### src/rtl/pipeline_controller_pkg.sv
// Shared encodings for the pipelined ARM-subset control unit: opcodes,
// data-processing commands, ALU/flag-write selects, condition codes and
// the condition evaluator used in Execute.
package pipeline_controller_pkg;

  localparam logic [1:0] OP_DP  = 2'b00;
  localparam logic [1:0] OP_MEM = 2'b01;
  localparam logic [1:0] OP_BR  = 2'b10;

  localparam logic [3:0] CMD_AND = 4'b0000;
  localparam logic [3:0] CMD_SUB = 4'b0010;
  localparam logic [3:0] CMD_ADD = 4'b0100;
  localparam logic [3:0] CMD_ORR = 4'b1100;

  typedef enum logic [1:0] {
    ALU_ADD = 2'b00,
    ALU_SUB = 2'b01,
    ALU_AND = 2'b10,
    ALU_ORR = 2'b11
  } alu_ctrl_e;

  typedef enum logic [1:0] {
    FLAGW_NONE = 2'b00,
    FLAGW_NZ   = 2'b10,
    FLAGW_ALL  = 2'b11
  } flagw_e;

  localparam logic [3:0] COND_EQ = 4'b0000;
  localparam logic [3:0] COND_NE = 4'b0001;
  localparam logic [3:0] COND_CS = 4'b0010;
  localparam logic [3:0] COND_CC = 4'b0011;
  localparam logic [3:0] COND_MI = 4'b0100;
  localparam logic [3:0] COND_PL = 4'b0101;
  localparam logic [3:0] COND_VS = 4'b0110;
  localparam logic [3:0] COND_VC = 4'b0111;
  localparam logic [3:0] COND_HI = 4'b1000;
  localparam logic [3:0] COND_LS = 4'b1001;
  localparam logic [3:0] COND_GE = 4'b1010;
  localparam logic [3:0] COND_LT = 4'b1011;
  localparam logic [3:0] COND_GT = 4'b1100;
  localparam logic [3:0] COND_LE = 4'b1101;
  localparam logic [3:0] COND_AL = 4'b1110;
  localparam logic [3:0] COND_NV = 4'b1111;

  // Control fields carried from Decode into Execute.
  typedef struct packed {
    logic       pcsrc;
    logic       regwrite;
    logic       memwrite;
    logic       memtoreg;
    logic       alusrc;
    logic [1:0] alucontrol;
    logic [1:0] flagw;
    logic       branch;
    logic [3:0] cond;
  } ctrl_de_t;

  // Evaluates a condition field against flags ordered {N,Z,C,V}.
  function automatic logic cond_holds(input logic [3:0] cond, input logic [3:0] flags);
    logic n, z, c, v;
    {n, z, c, v} = flags;
    case (cond)
      COND_EQ: return z;
      COND_NE: return !z;
      COND_CS: return c;
      COND_CC: return !c;
      COND_MI: return n;
      COND_PL: return !n;
      COND_VS: return v;
      COND_VC: return !v;
      COND_HI: return c && !z;
      COND_LS: return !c || z;
      COND_GE: return n == v;
      COND_LT: return n != v;
      COND_GT: return !z && (n == v);
      COND_LE: return z || (n != v);
      COND_AL: return 1'b1;
      COND_NV: return 1'b0;
      default: return 1'b0;
    endcase
  endfunction

endpackage

### src/rtl/pipeline_controller_if.sv
// Datapath <-> control-unit signal bundle. The datapath side is the master
// (supplies instruction bits, ALU flags and flush), the controller is the slave.
interface pipeline_controller_if;
  logic [19:0] InstrD;
  logic [3:0]  ALUFlags;
  logic        FlushE;
  logic [1:0]  RegSrcD;
  logic [1:0]  ImmSrcD;
  logic        ALUSrcE;
  logic [1:0]  ALUControlE;
  logic        MemWriteM;
  logic        MemtoRegW;
  logic        RegWriteW;
  logic        PCSrcW;
  logic        RegWriteM;
  logic        MemtoRegE;
  logic        PCWrPendingF;

  modport master (
    output InstrD, ALUFlags, FlushE,
    input  RegSrcD, ImmSrcD, ALUSrcE, ALUControlE, MemWriteM, MemtoRegW,
           RegWriteW, PCSrcW, RegWriteM, MemtoRegE, PCWrPendingF
  );

  modport slave (
    input  InstrD, ALUFlags, FlushE,
    output RegSrcD, ImmSrcD, ALUSrcE, ALUControlE, MemWriteM, MemtoRegW,
           RegWriteW, PCSrcW, RegWriteM, MemtoRegE, PCWrPendingF
  );
endinterface

### src/rtl/pipeline_controller_cond_unit.sv
// NZCV flags register and Execute-stage condition check.
module cond_unit
  import pipeline_controller_pkg::*;
(
  input  logic       clk,
  input  logic       reset,
  input  logic [3:0] CondE,
  input  logic [3:0] ALUFlags,
  input  logic [1:0] FlagWE,
  output logic       CondExE
);

  logic [3:0] flags_q, flags_d;

  assign CondExE = cond_holds(CondE, flags_q);

  // Next flags: NZ and CV halves load independently, only when the condition passed.
  always_comb begin
    flags_d = flags_q;
    if (FlagWE[1] && CondExE) flags_d[3:2] = ALUFlags[3:2];
    if (FlagWE[0] && CondExE) flags_d[1:0] = ALUFlags[1:0];
  end

  // Flags register.
  always_ff @(posedge clk) begin
    if (reset) flags_q <= '0;
    else       flags_q <= flags_d;
  end

endmodule

### src/rtl/pipeline_controller.sv
// Control unit for the five-stage ARM-subset pipeline: Decode-stage decoder,
// D->E->M->W control registers, and condition-gated write enables.
module pipeline_controller
  import pipeline_controller_pkg::*;
(
  input logic                 clk,
  input logic                 reset,
  pipeline_controller_if.slave ctl
);

  logic [1:0] op;
  logic [5:0] funct;
  logic [3:0] rd;
  logic [1:0] regsrc_d, immsrc_d;
  ctrl_de_t   ctrl_d, ctrl_e_q;
  logic       condex_e;
  logic       regwrite_m_q, memwrite_m_q, memtoreg_m_q, pcsrc_m_q;
  logic       regwrite_w_q, memtoreg_w_q, pcsrc_w_q;
  logic       unused_bits;

  assign op    = ctl.InstrD[15:14];
  assign funct = ctl.InstrD[13:8];
  assign rd    = ctl.InstrD[3:0];

  // Rn is consumed by the datapath; Branch is already folded into PCSrc.
  assign unused_bits = ^{ctl.InstrD[7:4], ctrl_e_q.branch};

  // Decode: instruction fields to control signals.
  always_comb begin
    regsrc_d = '0;
    immsrc_d = '0;
    ctrl_d   = '0;
    ctrl_d.cond = ctl.InstrD[19:16];
    case (op)
      OP_DP: begin
        ctrl_d.alusrc   = funct[5];
        ctrl_d.regwrite = 1'b1;
        case (funct[4:1])
          CMD_ADD: begin
            ctrl_d.alucontrol = ALU_ADD;
            ctrl_d.flagw      = funct[0] ? FLAGW_ALL : FLAGW_NONE;
          end
          CMD_SUB: begin
            ctrl_d.alucontrol = ALU_SUB;
            ctrl_d.flagw      = funct[0] ? FLAGW_ALL : FLAGW_NONE;
          end
          CMD_AND: begin
            ctrl_d.alucontrol = ALU_AND;
            ctrl_d.flagw      = funct[0] ? FLAGW_NZ : FLAGW_NONE;
          end
          CMD_ORR: begin
            ctrl_d.alucontrol = ALU_ORR;
            ctrl_d.flagw      = funct[0] ? FLAGW_NZ : FLAGW_NONE;
          end
          default: begin
            ctrl_d.regwrite   = 1'b0;
            ctrl_d.alucontrol = ALU_ADD;
          end
        endcase
      end
      OP_MEM: begin
        immsrc_d      = 2'b01;
        ctrl_d.alusrc = 1'b1;
        if (funct[0]) begin
          ctrl_d.memtoreg = 1'b1;
          ctrl_d.regwrite = 1'b1;
        end else begin
          regsrc_d        = 2'b10;
          ctrl_d.memwrite = 1'b1;
        end
      end
      OP_BR: begin
        regsrc_d      = 2'b01;
        immsrc_d      = 2'b10;
        ctrl_d.alusrc = 1'b1;
        ctrl_d.branch = 1'b1;
      end
      default: ;
    endcase
    ctrl_d.pcsrc = ((rd == 4'hF) && ctrl_d.regwrite) || ctrl_d.branch;
  end

  // D->E register; flush turns the entering instruction into a bubble.
  always_ff @(posedge clk) begin
    if (reset || ctl.FlushE) ctrl_e_q <= '0;
    else                     ctrl_e_q <= ctrl_d;
  end

  cond_unit u_cond (
    .clk      (clk),
    .reset    (reset),
    .CondE    (ctrl_e_q.cond),
    .ALUFlags (ctl.ALUFlags),
    .FlagWE   (ctrl_e_q.flagw),
    .CondExE  (condex_e)
  );

  // E->M register; architectural writes are squashed when the condition fails.
  always_ff @(posedge clk) begin
    if (reset) begin
      regwrite_m_q <= 1'b0;
      memwrite_m_q <= 1'b0;
      memtoreg_m_q <= 1'b0;
      pcsrc_m_q    <= 1'b0;
    end else begin
      regwrite_m_q <= ctrl_e_q.regwrite && condex_e;
      memwrite_m_q <= ctrl_e_q.memwrite && condex_e;
      memtoreg_m_q <= ctrl_e_q.memtoreg;
      pcsrc_m_q    <= ctrl_e_q.pcsrc && condex_e;
    end
  end

  // M->W register.
  always_ff @(posedge clk) begin
    if (reset) begin
      regwrite_w_q <= 1'b0;
      memtoreg_w_q <= 1'b0;
      pcsrc_w_q    <= 1'b0;
    end else begin
      regwrite_w_q <= regwrite_m_q;
      memtoreg_w_q <= memtoreg_m_q;
      pcsrc_w_q    <= pcsrc_m_q;
    end
  end

  assign ctl.RegSrcD      = regsrc_d;
  assign ctl.ImmSrcD      = immsrc_d;
  assign ctl.ALUSrcE      = ctrl_e_q.alusrc;
  assign ctl.ALUControlE  = ctrl_e_q.alucontrol;
  assign ctl.MemtoRegE    = ctrl_e_q.memtoreg;
  assign ctl.MemWriteM    = memwrite_m_q;
  assign ctl.RegWriteM    = regwrite_m_q;
  assign ctl.MemtoRegW    = memtoreg_w_q;
  assign ctl.RegWriteW    = regwrite_w_q;
  assign ctl.PCSrcW       = pcsrc_w_q;
  assign ctl.PCWrPendingF = ctrl_d.pcsrc || ctrl_e_q.pcsrc || pcsrc_m_q;

endmodule

### src/flat_wrapper.sv
// flat-port wrapper written by rule: the top's interface ports become plain ports
module pipeline_controller_flat import pipeline_controller_pkg::*;
  (clk, reset, ctl_InstrD, ctl_ALUFlags, ctl_FlushE, ctl_RegSrcD, ctl_ImmSrcD, ctl_ALUSrcE, ctl_ALUControlE, ctl_MemWriteM, ctl_MemtoRegW, ctl_RegWriteW, ctl_PCSrcW, ctl_RegWriteM, ctl_MemtoRegE, ctl_PCWrPendingF);
  pipeline_controller_if ctl_i ();
  input logic clk;
  input logic reset;
  input wire logic [$bits(ctl_i.InstrD)-1:0] ctl_InstrD;
  input wire logic [$bits(ctl_i.ALUFlags)-1:0] ctl_ALUFlags;
  input wire logic [$bits(ctl_i.FlushE)-1:0] ctl_FlushE;
  output wire logic [$bits(ctl_i.RegSrcD)-1:0] ctl_RegSrcD;
  output wire logic [$bits(ctl_i.ImmSrcD)-1:0] ctl_ImmSrcD;
  output wire logic [$bits(ctl_i.ALUSrcE)-1:0] ctl_ALUSrcE;
  output wire logic [$bits(ctl_i.ALUControlE)-1:0] ctl_ALUControlE;
  output wire logic [$bits(ctl_i.MemWriteM)-1:0] ctl_MemWriteM;
  output wire logic [$bits(ctl_i.MemtoRegW)-1:0] ctl_MemtoRegW;
  output wire logic [$bits(ctl_i.RegWriteW)-1:0] ctl_RegWriteW;
  output wire logic [$bits(ctl_i.PCSrcW)-1:0] ctl_PCSrcW;
  output wire logic [$bits(ctl_i.RegWriteM)-1:0] ctl_RegWriteM;
  output wire logic [$bits(ctl_i.MemtoRegE)-1:0] ctl_MemtoRegE;
  output wire logic [$bits(ctl_i.PCWrPendingF)-1:0] ctl_PCWrPendingF;
  assign ctl_i.InstrD = ctl_InstrD;
  assign ctl_i.ALUFlags = ctl_ALUFlags;
  assign ctl_i.FlushE = ctl_FlushE;
  assign ctl_RegSrcD = ctl_i.RegSrcD;
  assign ctl_ImmSrcD = ctl_i.ImmSrcD;
  assign ctl_ALUSrcE = ctl_i.ALUSrcE;
  assign ctl_ALUControlE = ctl_i.ALUControlE;
  assign ctl_MemWriteM = ctl_i.MemWriteM;
  assign ctl_MemtoRegW = ctl_i.MemtoRegW;
  assign ctl_RegWriteW = ctl_i.RegWriteW;
  assign ctl_PCSrcW = ctl_i.PCSrcW;
  assign ctl_RegWriteM = ctl_i.RegWriteM;
  assign ctl_MemtoRegE = ctl_i.MemtoRegE;
  assign ctl_PCWrPendingF = ctl_i.PCWrPendingF;
  pipeline_controller u_core (.clk(clk), .reset(reset), .ctl(ctl_i));
endmodule
### config.mk
export PLATFORM = sky130hd
export DESIGN_NAME = pipeline_controller_flat
export DESIGN_NICKNAME = d
export VERILOG_FILES = /design/src/rtl/pipeline_controller_pkg.sv /design/src/rtl/pipeline_controller_if.sv /design/src/rtl/pipeline_controller_cond_unit.sv /design/src/rtl/pipeline_controller.sv /design/src/flat_wrapper.sv
export SDC_FILE = /design/constraint.sdc
export NUM_CORES = 1
export LEC_CHECK = 0
export ABC_AREA = 1
export BUFFER_PORTS_ARGS = -buffer_cell sky130_fd_sc_hd__buf_4
export CAP_MARGIN = 5
export CORE_UTILIZATION = 45
export DETAILED_ROUTE_END_ITERATION = 8
export PLACE_DENSITY = 0.73
export SLEW_MARGIN = 20
export SYNTH_ARGS = -nofsm -noshare
export SYNTH_HDL_FRONTEND = slang
export SYNTH_SLANG_ARGS = --single-unit
export TNS_END_PERCENT = 50
### constraint.sdc
create_clock -name clk -period 1.8 [get_ports clk]
set_input_delay 0.36 -clock clk [delete_from_list [all_inputs] [get_ports clk]]
set_output_delay 0.36 -clock clk [all_outputs]
set_load 0.03 [all_outputs]
==> results of run 1 <==
repair_timing:
item,in CTS,in global routing
setup buffers,12,1
hold buffers,0,0
pin swaps,7,7
hold endpoints to repair,0,0
gates resized for setup,8,12
endpoints found under the setup margin,1,2
how the worst max path moves through the flow:
stage / from / endpoint / slack, ns / cells past startpoint
after detailed placement: ctl_InstrD[11] / ctl_PCWrPendingF / -0.16 / 12
after global placement: ctl_InstrD[11] / ctl_PCWrPendingF / -0.15 / 12
after floorplan: ctl_InstrD[11] / ctl_PCWrPendingF / 0.05 / 10
after global routing: ctl_InstrD[11] / ctl_PCWrPendingF / -0.13 / 12
final: ctl_InstrD[11] / u_core.ctrl_e_q[6] / -0.08 / 17
after CTS: ctl_InstrD[12] / ctl_PCWrPendingF / -0.04 / 12
critical path, stage by stage:
cell                      delay [ns]
sky130_fd_sc_hd__buf_8          0.10
sky130_fd_sc_hd__nand2_4        0.06
sky130_fd_sc_hd__inv_2          0.04
sky130_fd_sc_hd__o21ai_2        0.14
sky130_fd_sc_hd__inv_2          0.07
sky130_fd_sc_hd__buf_4          0.13
sky130_fd_sc_hd__buf_4          0.12
sky130_fd_sc_hd__buf_4          0.12
sky130_fd_sc_hd__buf_4          0.12
sky130_fd_sc_hd__buf_4          0.12
sky130_fd_sc_hd__buf_4          0.12
sky130_fd_sc_hd__buf_4          0.12
sky130_fd_sc_hd__buf_4          0.12
sky130_fd_sc_hd__buf_4          0.12
sky130_fd_sc_hd__buf_4          0.12
sky130_fd_sc_hd__nand2_2        0.05
sky130_fd_sc_hd__a21oi_2        0.04
per-layer routing:
metal,global-route usage (%),vias to the layer above,wire length [microns]
li1,-,601,-
met1,21.8,495,1050
met2,36.7,48,1240
met3,3.48,8,152
met4,12.3,0,61
met5,0,-,0
logic make-up (layout without fill, tap and decap cells):
family	after synthesis	count (layout)
fa+ha+maj	5	5
compound gates	10	10
simple gates	91	91
flops	24	24
buf+inv	36	87
layout make-up:
type | instances | area share, %
clock buffer | 3 | 1.39
inverter | 33 | 7.67
multi-input combinational | 106 | 34.4
sequential | 24 | 29.7
tap | 28 | 2.17
timing repair buffer | 51 | 24.6
registers in the layout, indices dropped and copies added (netlist names):
| register | cells |
|---|---|
| u_core.ctl.ALUControlE | 2 |
| u_core.ctl.ALUSrcE | 1 |
| u_core.ctl.MemWriteM | 1 |
| u_core.ctl.MemtoRegE | 1 |
| u_core.ctl.MemtoRegW | 1 |
| u_core.ctl.PCSrcW | 1 |
| u_core.ctl.RegWriteM | 1 |
| u_core.ctl.RegWriteW | 1 |
| u_core.ctrl_e_q | 9 |
| u_core.memtoreg_m_q | 1 |
| u_core.pcsrc_m_q | 1 |
| u_core.u_cond.flags_q | 4 |
cells in the final DEF (no fill, tap or decap), drive strengths merged:
master | synthesis | routed
clkbuf | 0 | 3
inv | 32 | 32
ha | 5 | 5
dfxtp | 24 | 24
or2 | 1 | 1
a21oi | 5 | 5
nand2 | 42 | 42
nand3b | 2 | 2
clkinv | 1 | 1
o21ai | 5 | 5
nand4 | 4 | 4
buf | 3 | 51
nor3 | 4 | 4
nand3 | 9 | 9
nor2 | 29 | 29
Yosys cell counts:
cell type,instances
sky130_fd_sc_hd__o21ai_1,2
sky130_fd_sc_hd__clkinv_1,1
sky130_fd_sc_hd__nand3_2,3
sky130_fd_sc_hd__nand2_2,1
sky130_fd_sc_hd__nand2_4,1
sky130_fd_sc_hd__ha_1,5
sky130_fd_sc_hd__or2_1,1
sky130_fd_sc_hd__a21oi_1,5
sky130_fd_sc_hd__nand3_1,6
sky130_fd_sc_hd__inv_1,28
sky130_fd_sc_hd__inv_2,4
sky130_fd_sc_hd__buf_4,3
sky130_fd_sc_hd__nand3b_1,2
sky130_fd_sc_hd__dfxtp_1,24
sky130_fd_sc_hd__nand2_1,40
sky130_fd_sc_hd__o21ai_0,3
sky130_fd_sc_hd__nor2_1,29
sky130_fd_sc_hd__nor3_2,1
sky130_fd_sc_hd__nand4_1,4
sky130_fd_sc_hd__nor3_1,3
metrics by stage:
stage | util (%) | hold slack [ns] | worst slack [ns] | instances
3_3_place_gp | 62.9 | 0.394 | -0.147 | 229
4_1_cts | 68.6 | 0.237 | -0.0442 | 244
2_1_floorplan | - | 0.388 | 0.0480 | 166
3_5_place_dp | 62.9 | 0.402 | -0.160 | 229
6_report | 70.3 | 0.250 | -0.0784 | 245
5_1_grt | 70.3 | 0.247 | -0.134 | 245
power groups by stage:
stage,Combinational (W),Clock [W],Sequential [W]
after global placement,0.000153,0,0.000557
after CTS,0.000178,0.000234,0.000546
after floorplan,0.0000841,0,0.000561
after global routing,0.000211,0.000247,0.000547
final,0.000192,0.000224,0.000546
after detailed placement,0.000156,0,0.000558
==> metrics.sh, run 1 <==
RUN_STATUS='finished, violations left'
FAILED_CHECKS='negative setup slack'
COMBINATIONAL_FAMILY_WITH_THE_MOST_AREA_AFTER_SYNTHESIS='simple AND/OR/NAND/NOR gates'
WORSTHOLDPATHTYPE='input pin to register'
WORSTREG2REGEND='u_core.u_cond.flags_q[2]'
NETSWITCHINGFRACTION_PCT=26.3
POWER.IR.VDD_WORST_uV=373
FINAL_MIN_PERIOD_OVER_CLOCK_PERIOD_PCT=104
CLOCK_PATH_BUFFERS=2
SYN-CELL-AREA_SQ_UM=1150
DESIGN.FINAL.NETS=251
LAYOUT-DRIVE-GT1-SHARE_PCT=35.5
SYNTH_SEQ_AREA_SHARE_PCT=41.9
LARGEST_NET_DEGREE_AT_THE_START_OF_GLOBAL_ROUTING=13
GLOBALROUTEOVERFLOWTOTAL=0
HTREE_LEVELS=1
DIODES=0
POST-ROUTE-MIN-PERIOD_NS=1.88
AREA_GROWTH_PCT=40.8
GRT_SETUP_UNREPAIRED='true'
VIAS_PER_CELL=4.70
MIN_TO='u_core.memtoreg_m_q'
POST_SYNTH_NUM_CELL_TYPES=20
CRITPATHLAUNCHTYPE='input pin'
SYNTH.LARGEST_AREA_CELL='sky130_fd_sc_hd__dfxtp_1'
MAIN_AREA_CONTRIBUTORS_AFTER_SYNTHESIS='sky130_fd_sc_hd__dfxtp_1, sky130_fd_sc_hd__nand2_1, sky130_fd_sc_hd__nor2_1'
SYNTH.MUX.AREA_FRACTION_PCT=0
YS_FF_LATCH=24
SETUP.WORST_PATH.END_CLASS='register'
DIE_Y_MICRONS=52.5
POST-SYNTH-TOP-AREA-FRACTION_PCT=41.9
REPORT.FINAL.SETUP_VIOL=2
TIMING_HOLD_VIOLATIONS_FINAL=0
WORSTPATHREQUIRED_NS=2.01
DRV.MAX_CAP_VIOLATION_COUNT=0
SYN_INST=166
MAX_SLEW.WORST_PIN.SLEW_NS=0.270
MULTIINPUTGATEAREA_SQ_UM=556
TNS_NS=-0.112
GRT.TOTAL_USAGE_PCT=20.4
SEQ_AREA_SQ_UM=480
FIRST_ITER_VIOLATIONS=18
ROUTE.DETAILED.WL_PER_INST_MICRONS=10.2
REG2REGPATHDEPTH=11
POWER_FRAC_CLOCK_PCT=23.3
PWR-SHARE-SEQ_PCT=56.8
TOTAL_NUMBER_OF_VIAS=1152
GRT_PASS1_WL_MM=4.22
TRITONCTS_CLOCK_TREE='done'
POST_SYNTH.CELL_AREA_AVG_SQ_UM=6.91
CORE.ROWCOUNT=17
REG2REG_SETUP_SLACK_NS=0.36
SYNTH_FA_HA_AREA_SHARE_PCT=5.45
ROUTED_WL_MM=2.50
POWER_DENSITY_nW_PER_UM2=595
CTS_ROOT_BUFFER='sky130_fd_sc_hd__clkbuf_4'
MAX_FREQ_GHz=0.532
DETAILED_PLACE_HPWL_MM=1.65
PATH_CLK_SLEW_NS=0.12
N_FILL_CELL=181
CTS-BUFFERS-INSERTED=3
POWER.SHARE.COMBINATIONAL_PCT=19.9
FINAL_DESIGN_AREA_NO_FILL_SQ_UM=1620
NUMBER_OF_REMAINING_DRC_ERRORS=0
DPL-INSTANCE-AREA_SQ_UM=1450
FIN_WS_NS=-0.0784
HOLD_DEPTH=2
WORST_SLEW_MARGIN_PCT=81.9
TOTAL_SWITCHING_POWER_W=0.000253
CRITICAL_PATH.REG2REG.STARTPOINT='u_core.ctrl_e_q[1]'
YOSYSWARNINGCOUNT=0
FLOORPLAN.DIE_AREA_SQ_UM=2760
HIGHEST_NET_FANOUT_ALONG_THE_WORST_PATH=3
FP.DIEW_MICRONS=52.5
CTS.SINK_COUNT=24
DRT_PASS1_ITERATIONS=5
FIRST_GLOBAL_VIAS=1131
WORST_EP_ARRIVAL_TIME_NS=2.09
GLOBALPLACE.CONGESTION=0.797
AREA_SHARE_OF_AND_OR_NAND_NOR_CELLS_AFTER_SYNTHESIS_PCT=35.6
NUMBER_OF_PINS_EXCEEDING_THEIR_MAX_SLEW_LIMIT_IN_THE_FINAL_REPORT=0
CLK_LATENCY_NS=0.31
CRITICALPATHCATEGORY='input pin to register'
P_LEAK_nW=0.831
CORE_AREA_SQ_UM=2300
TOTAL_POWER_W=0.000962
HP-START='reset'
SYNTH_COMPOUND_AREA_SHARE_PCT=4.36
COUNT_OF_PINS_ON_THE_BLOCK_BOUNDARY=41
PORT_BUFFERS=36
CLOCK-SKEW-FINAL_NS=0.00778
GRT_ANTENNA_BEFORE_REPAIR=0
SYNTH_FP_NETS=198
SYNTHXORXNORAREAFRAC_PCT=0
FINAL_ANTENNA_VIOLATING_NET_COUNT=0
FLOORPLAN.INITIALDENSITY_PCT=49.9
INTPOWER_W=0.000709
Note: power is estimated with default switching activity, not from simulation.
==> run 2, diff against run 1 <==
--- a/config.mk
+++ b/config.mk
@@ -8,6 +8,7 @@
 export ABC_AREA = 1
 export BUFFER_PORTS_ARGS = -buffer_cell sky130_fd_sc_hd__buf_4
 export CAP_MARGIN = 5
+export CORE_ASPECT_RATIO = 1.4
 export CORE_UTILIZATION = 45
 export DETAILED_ROUTE_END_ITERATION = 8
 export PLACE_DENSITY = 0.73
==> run 2 against run 1 <==
  * The flow now finishes without violations
  * Count of clock-buffer cells in the layout up 1
  * Sequential share of layout area up 1.8 points
  * Routed wire length is 7.2% lower
  * Non-clock buffer count is 12 lower
  * Core utilization shrank 6.5 points
  * Setup slack better by 0.096 ns
  * Critical endpoint is now ctl_PCWrPendingF
  * Largest power group unchanged
==> metrics.sh, run 2 (synthesized netlist as in run 1, its figures left out) <==
WORST_EP_ARRIVAL_TIME_NS=1.42
DPL-INSTANCE-AREA_SQ_UM=1450
FINAL_MIN_PERIOD_OVER_CLOCK_PERIOD_PCT=99.0
ROUTE.DETAILED.WL_PER_INST_MICRONS=9.66
CORE_AREA_SQ_UM=2390
LAYOUT.CELLS.MOST_COMMON='sky130_fd_sc_hd__nand2_1'
DIODES=0
MAX_FREQ_GHz=0.561
WORSTHOLDPATHTYPE='input pin to register'
VIAS_PER_CELL=4.62
DRV.MAX_CAP_VIOLATION_COUNT=0
CTS_HOLD_BUFFERS=0
GLOBALPLACE.CONGESTION=0.816
CRITICALPATHCATEGORY='input pin to output pin'
REPORT.FINAL.SETUP_VIOL=0
TOTAL_NUMBER_OF_VIAS=1109
FINAL_CELL_MIX='sky130_fd_sc_hd__nand2_1, sky130_fd_sc_hd__buf_4, sky130_fd_sc_hd__inv_1, sky130_fd_sc_hd__nor2_1, sky130_fd_sc_hd__dfxtp_1'
HTREE_LEVELS=1
TIMING.CRITICAL_PATH.MAX_DELAY_FAMILY='buffers and inverters'
CTS.SINK_COUNT=24
SETUP.WORST_PATH.END_CLASS='output pin'
PORT_BUFFERS=36
WORST_SLEW_MARGIN_PCT=82.4
P_LEAK_nW=0.772
LAYOUT-DRIVE-GT1-SHARE_PCT=29.6
LARGEST_NET_DEGREE_AT_THE_START_OF_GLOBAL_ROUTING=14
WORSTPATHREQUIRED_NS=1.44
FINAL_ANTENNA_VIOLATING_NET_COUNT=0
CTS_ROOT_BUFFER='sky130_fd_sc_hd__clkbuf_4'
FP.DIEW_MICRONS=44.7
CLK_LATENCY_NS=0.30
FINAL_DESIGN_AREA_NO_FILL_SQ_UM=1530
CRITPATHLAUNCHTYPE='input pin'
CLOCK-SKEW-FINAL_NS=0.00180
NUMBER_OF_PINS_EXCEEDING_THEIR_MAX_SLEW_LIMIT_IN_THE_FINAL_REPORT=0
TIMING_HOLD_VIOLATIONS_FINAL=0
POST-ROUTE-MIN-PERIOD_NS=1.78
CRITICAL_PATH_BUF_INV_COUNT=5
COUNT_OF_PINS_ON_THE_BLOCK_BOUNDARY=41
GLOBALROUTEOVERFLOWTOTAL=0
MAX_SLEW.WORST_PIN.SLEW_NS=0.263
LARGEST_REG_FLOPS=9
AREA_GROWTH_PCT=32.9
DRT_PASS1_ITERATIONS=4
TIMING.CRITICAL_PATH.CELLS='buf_6 -> nand2_2 -> inv_2 -> o21ai_2 -> inv_1 -> o21ai_1 -> nand2_1 -> inv_2 -> nor2_2 -> a21oi_2 -> nand3_1 -> buf_6'
CLOCK_PATH_BUFFERS=2
FLOORPLAN.INITIALDENSITY_PCT=48.0
LARGEST_REGISTER_BY_FLOP_COUNT='u_core.ctrl_e_q'
POWER.IR.VDD_WORST_uV=378
DESIGN.FINAL.NETS=239
GRT_PASS1_WL_MM=3.76
FLOORPLAN.DIE_AREA_SQ_UM=2760
FIRST_ITER_VIOLATIONS=10
TRITONCTS_CLOCK_TREE='done'
TOTAL_POWER_W=0.000982
CP_SLOWEST_STAGE_DELAY_NS=0.15
PATH_CLK_SLEW_NS=0.12
CORE.ROWCOUNT=21
DIE_Y_MICRONS=61.7
GRT_ANTENNA_BEFORE_REPAIR=0
DETAILED_PLACE_HPWL_MM=1.92
POWER_DENSITY_nW_PER_UM2=644
RUN_STATUS='finished clean'
NUMBER_OF_REMAINING_DRC_ERRORS=0
GRT.TOTAL_USAGE_PCT=18.4
ROUTED_WL_MM=2.32
HIGHEST_NET_FANOUT_ALONG_THE_WORST_PATH=3
FIRST_GLOBAL_VIAS=1006
CTS-BUFFERS-INSERTED=3
GRT_SETUP_UNREPAIRED='true'
CRIT_SLOWEST_CELL='sky130_fd_sc_hd__buf_6'
## run 2: cell types whose count changed in the layout (fill, tap and decap cells not counted), sizes merged
cell	previous run	this run
buf	51	39
clkbuf	3	4
## run 2: worst paths after layout
| kind | end | slack [ns] | start | cells past startpoint |
|---|---|---|---|---|
| worst min register to register | u_core.ctl.MemtoRegW | 0.41 | u_core.memtoreg_m_q | 2 |
| worst max-delay path | ctl_PCWrPendingF | 0.02 | ctl_InstrD[12] | 12 |
| worst min-delay path | u_core.ctrl_e_q[11] | 0.24 | ctl_InstrD[8] | 2 |
| worst max register to register | u_core.u_cond.flags_q[2] | 0.34 | u_core.ctrl_e_q[1] | 11 |
## run 2: routing by layer
| layer | up-vias | global-route usage (%) | share of wire (%) |
|---|---|---|---|
| met5 | - | 0 | 0 |
| met4 | 0 | 9.96 | 0.99 |
| met3 | 2 | 2.31 | 2.9 |
| met2 | 26 | 35.7 | 56 |
| met1 | 500 | 18.9 | 40 |
| li1 | 581 | - | - |
## run 2: per-stage QoR
step	hold slack [ns]	utilization, %	setup WS (ns)	std cells	TNS [ns]
3_5_place_dp	0.400	60.8	-0.203	235	-0.203
6_report	0.244	63.8	0.0175	240	0
2_1_floorplan	0.388	-	0.0480	166	0
4_1_cts	0.233	63.3	-0.0686	240	-0.0686
5_1_grt	0.223	63.8	-0.0985	240	-0.0985
3_3_place_gp	0.398	60.8	-0.156	235	-0.156
## run 2: layout make-up
type	instances	area (sq um)
timing repair buffer	39	304
tap	34	42.5
fill	230	866
inverter	33	124
multi-input combinational	106	538
clock buffer	4	36.3
sequential	24	480
## run 2: what timing repair did
item                                    CTS  global route
cloned                                    0             0
buffers inserted                          1             0
endpoints found under the setup margin    1             1
gates resized for setup                   8             5
pin swaps                                 7             4
## run 2: power by group
part	internal [W]	total [W]	leakage (nW)	switching (W)
Clock	0.000123	0.000267	0.0210	0.000144
Sequential	0.000539	0.000546	0.194	0.00000611
Combinational	0.0000759	0.000169	0.557	0.0000931
Total	0.000739	0.000982	0.772	0.000243
